--- config.mk ---
export PLATFORM = sky130hd
export DESIGN_NAME = square
export DESIGN_NICKNAME = d
export VERILOG_FILES = /design/src/rtl/square.sv
export SDC_FILE = /design/constraint.sdc
export NUM_CORES = 1
export LEC_CHECK = 0
export BUFFER_PORTS_ARGS = -buffer_cell sky130_fd_sc_hd__buf_4
export CAP_MARGIN = 0
export CORE_UTILIZATION = 48
export DETAILED_ROUTE_END_ITERATION = 8
export PLACE_DENSITY_LB_ADDON = 0.2
export SYNTH_ARGS = -nofsm -noshare
export SYNTH_HDL_FRONTEND = slang
export SYNTH_SLANG_ARGS = --single-unit
--- constraint.sdc ---
create_clock -name clk -period 2.68 [get_ports clk]
set_input_delay 0.402 -clock clk [delete_from_list [all_inputs] [get_ports clk]]
set_output_delay 0.402 -clock clk [all_outputs]
set_load 0.03 [all_outputs]
--- src/rtl/square.sv ---
// square: sequential shift-add squarer, one operand bit per cycle, LSB first.
module square #(
  parameter int WIDTH = 4
) (
  input  logic               clk,
  input  logic               rst,
  input  logic [WIDTH-1:0]   y_in,
  input  logic               y_ready,
  output logic [2*WIDTH-1:0] x_out,
  output logic               x_ready,
  output logic               busy
);
  localparam int CW = (WIDTH > 2) ? $clog2(WIDTH) : 1;
  typedef enum logic [1:0] {IDLE, CALC, DONE} state_t;
  state_t state, state_nx;
  logic [WIDTH-1:0]   op;
  logic [2*WIDTH-1:0] acc, sum;
  logic [CW-1:0]      count;
  logic               last;
  assign last = count == CW'(WIDTH - 1);
  assign sum = acc + (op[count] ? ({{WIDTH{1'b0}}, op} << count) : '0);
  assign x_ready = state == DONE;
  assign busy = state != IDLE;
  always_comb begin
    state_nx = IDLE;
    if (state == IDLE) state_nx = y_ready ? CALC : IDLE;
    else if (state == CALC) state_nx = last ? DONE : CALC;
  end
  always_ff @(posedge clk or negedge rst)
    if (!rst) state <= IDLE;
    else state <= state_nx;
  // Requests seen outside IDLE never touch the operand or result.
  always_ff @(posedge clk or negedge rst)
    if (!rst) begin
      op    <= '0;
      acc   <= '0;
      count <= '0;
      x_out <= '0;
    end else if (state == IDLE && y_ready) begin
      op    <= y_in;
      acc   <= '0;
      count <= '0;
    end else if (state == CALC) begin
      acc   <= sum;
      count <= count + 1'b1;
      if (last) x_out <= sum;
    end
endmodule
==> results.json <==
{
  "status": "complete, no violations",
  "finalCriticalPeriod_ps": 2290,
  "final_cells": 198,
  "worst_ep_arrival_time_ps": 2500,
  "ir_worst_vdd_mv": 0.888,
  "setup_viol": 0,
  "netlist_area_um2": 1380,
  "rsz0062_at_grt": "no",
  "postLayoutCoreUtil_pct": 57.8,
  "finalClockSkew_ps": 8.11,
  "grt_max_degree": 25,
  "synthesis.instances": 152,
  "max_stage_delay_ps": 500,
  "yosysSeqAreaShare_pct": 43.5,
  "clk_pin_slew_worst_paths_ps": 140,
  "required_ps": 2890,
  "clkSinkCount": 24,
  "gr-usage-all-layers_pct": 20.4,
  "dr.pass1.iters": 4,
  "leakage_uw": 0.000749,
  "grt-ovfl-total": 0,
  "hold_viol": 0,
  "path_delay_family": "adder cells",
  "cp-start-kind": "flip-flop",
  "h-tree-depth": 1,
  "layout_common_cells": "nand2_1 (29), dfrtp_1 (24), buf_4 (16)",
  "wirelength_um": 2850,
  "drv_slew": 0,
  "postRouteAntennaNets": 0,
  "die_width_um": 55.6,
  "crit_fanout": 10,
  "ff_latch_area_um2": 601,
  "start_util_pct": 50.5,
  "ys_warn_count": 0,
  "crit_chain": "nor3b_1 -> ha_1 -> inv_1 -> fa_1 -> nor2b_4 -> o31a_1 -> a21oi_1 -> mux2_2",
  "fmax_mhz": 437,
  "relSlewSlack_pct": 59.3,
  "die-area_um2": 3100,
  "vias_per_cell": 5.76,
  "worstMarginPinSlew_ps": 610,
  "final_common_cell": "nand2_1",
  "chipHeight_um": 55.6,
  "drc": 0,
  "max-cap-violations": 0,
  "drive_above_1_share_pct": 15.0,
  "syn_avg_cell_area_um2": 9.09,
  "syn_to_final_growth_pct": 14.3,
  "worstSkewPairLatency_ps": 310,
  "nFillCells": 228,
  "ys_seq_elements": 24,
  "rows": 19,
  "vias": 1141,
  "period_share_pct": 85.4,
  "critPathKind": "reg2reg",
  "critPathSlowestCell": "dfrtp_1",
  "grt_pass1_vias": 1124,
  "syn-num-nets": 168,
  "grt_pass1_wl_um": 4980,
  "tns_ps": 0,
  "dr.first_iter.drc_count": 38,
  "wl_per_cell_um": 14.4,
  "num_io_pins": 17,
  "cts_inserted_buffers": 3,
  "cts_root_buf": "clkbuf_4",
  "tritoncts": "built",
  "numPortBuffers": 16,
  "critPathBufInv": 1,
  "gp_congestion": 0.893,
  "cts.repair.resized": 0,
  "post_cts_buffers": 0,
  "antenna_found_initial": 0,
  "p_total_uw": 2040,
  "diodes": 0,
  "fp.coreArea_um2": 2730,
  "end_kind": "flip-flop",
  "dpl.hpwl_um": 2120,
  "worstHoldPathType": "in2reg",
  "num-nets-final": 184,
  "p_per_area_nw_per_um2": 1290,
  "multi_input_area_um2": 734,
  "placedCellCount": 193,
  "max-clock-path-buffers": 2,
  "synth.distinct_cells": 38
}
-- synth_stat cells, drive strengths merged --
library cell | count | area share (%)
ha | 8 | 7.2
mux2 | 2 | 1.6
xor2 | 2 | 1.3
a211o | 1 | 0.63
nor3b | 2 | 1.4
nand2b | 2 | 0.91
nand3 | 14 | 5.1
nor2b | 4 | 2.4
a21o | 1 | 0.54
o31a | 1 | 0.63
o21ai | 14 | 5.1
o211ai | 1 | 0.54
o2111ai | 2 | 1.3
inv | 6 | 1.6
o22ai | 1 | 0.45
and3 | 3 | 1.4
nor2 | 2 | 0.54
a221oi | 1 | 0.63
or3b | 1 | 0.63
or4 | 2 | 1.1
o21a | 2 | 1.1
buf | 1 | 0.36
nand3b | 3 | 1.6
fa | 1 | 1.4
o31ai | 1 | 0.54
and2 | 1 | 0.45
nand2 | 29 | 7.9
xnor2 | 2 | 1.3
a211oi | 1 | 0.54
nor3 | 2 | 0.72
o2bb2ai | 1 | 0.63
or2 | 1 | 0.45
clkbuf | 5 | 1.4
a21oi | 7 | 2.5
a32oi | 1 | 0.63
dfrtp | 24 | 43
-- power breakdown --
part           internal (uW)  switching [uW]  total, uW
Sequential               532             151        682
Combinational            437             664       1100
Clock                    151             110        261
Total                   1120             924       2040
-- worst paths after layout --
| path | start | to | slack (ps) | depth (start not counted) |
|---|---|---|---|---|
| setup reg to reg | count[0] | x_out[4] | 390 | 8 |
| min in group asynchronous | rst | x_out[7] | 500 | 2 |
| hold / removal | y_in[2] | op[2] | 270 | 3 |
| max in group asynchronous | rst | state[0] | 1940 | 2 |
| hold reg to reg | x_out[5] | x_out[5] | 490 | 2 |
| setup / recovery | count[0] | x_out[4] | 390 | 8 |
-- cells by family after synthesis --
family	share of synthesized area, %
flip-flops	43.5
AND/OR/NAND/NOR	24.5
adder cells (fa/ha/maj)	8.70
XOR/XNOR	2.54
multiplexers	1.63
AO/OA/AOI/OAI	15.8
buffers and inverters	3.35
-- what timing repair did --
item | in CTS | in global routing
hold buffers | 1 | 0
endpoints found under the hold margin | 24 | 0
endpoints found under the setup margin | 0 | 0
-- tightest hold or removal path, stage by stage --
cell and delay (ps):
buf_4 70, nand2_1 40, nand2_1 50
-- cell type report --
| class | count | area share [%] |
|---|---|---|
| Clock buffer | 3 | 1.43 |
| Clock inverter | 1 | 1.90 |
| Multi-Input combinational cell | 116 | 46.5 |
| Sequential cell | 24 | 38.0 |
| Timing Repair Buffer | 17 | 8.24 |
| Inverter | 6 | 1.43 |
| Tap cell | 31 | 2.46 |
-- metrics by stage --
stage	cell area (um^2)	hold slack (ps)	worst slack, ps
finish	1580	266	390
global route	1580	266	249
CTS	1580	261	401
global placement	1520	313	535
floorplan	1380	106	540
detailed placement	1520	320	430
-- state kept, by name, indices dropped and copies added (netlist names) --
register,count
op,4
count,2
acc,8
x_out,8
state,2
-- metal layers --
metal | track usage [%] | vias up | part of all wire [%]
li1 | - | 569 | -
met1 | 27.0 | 542 | 46
met2 | 34.8 | 26 | 49
met3 | 2.79 | 4 | 3.6
met4 | 6.43 | 0 | 0.84
met5 | 0 | - | 0
Power figures use the tool's default switching activity.
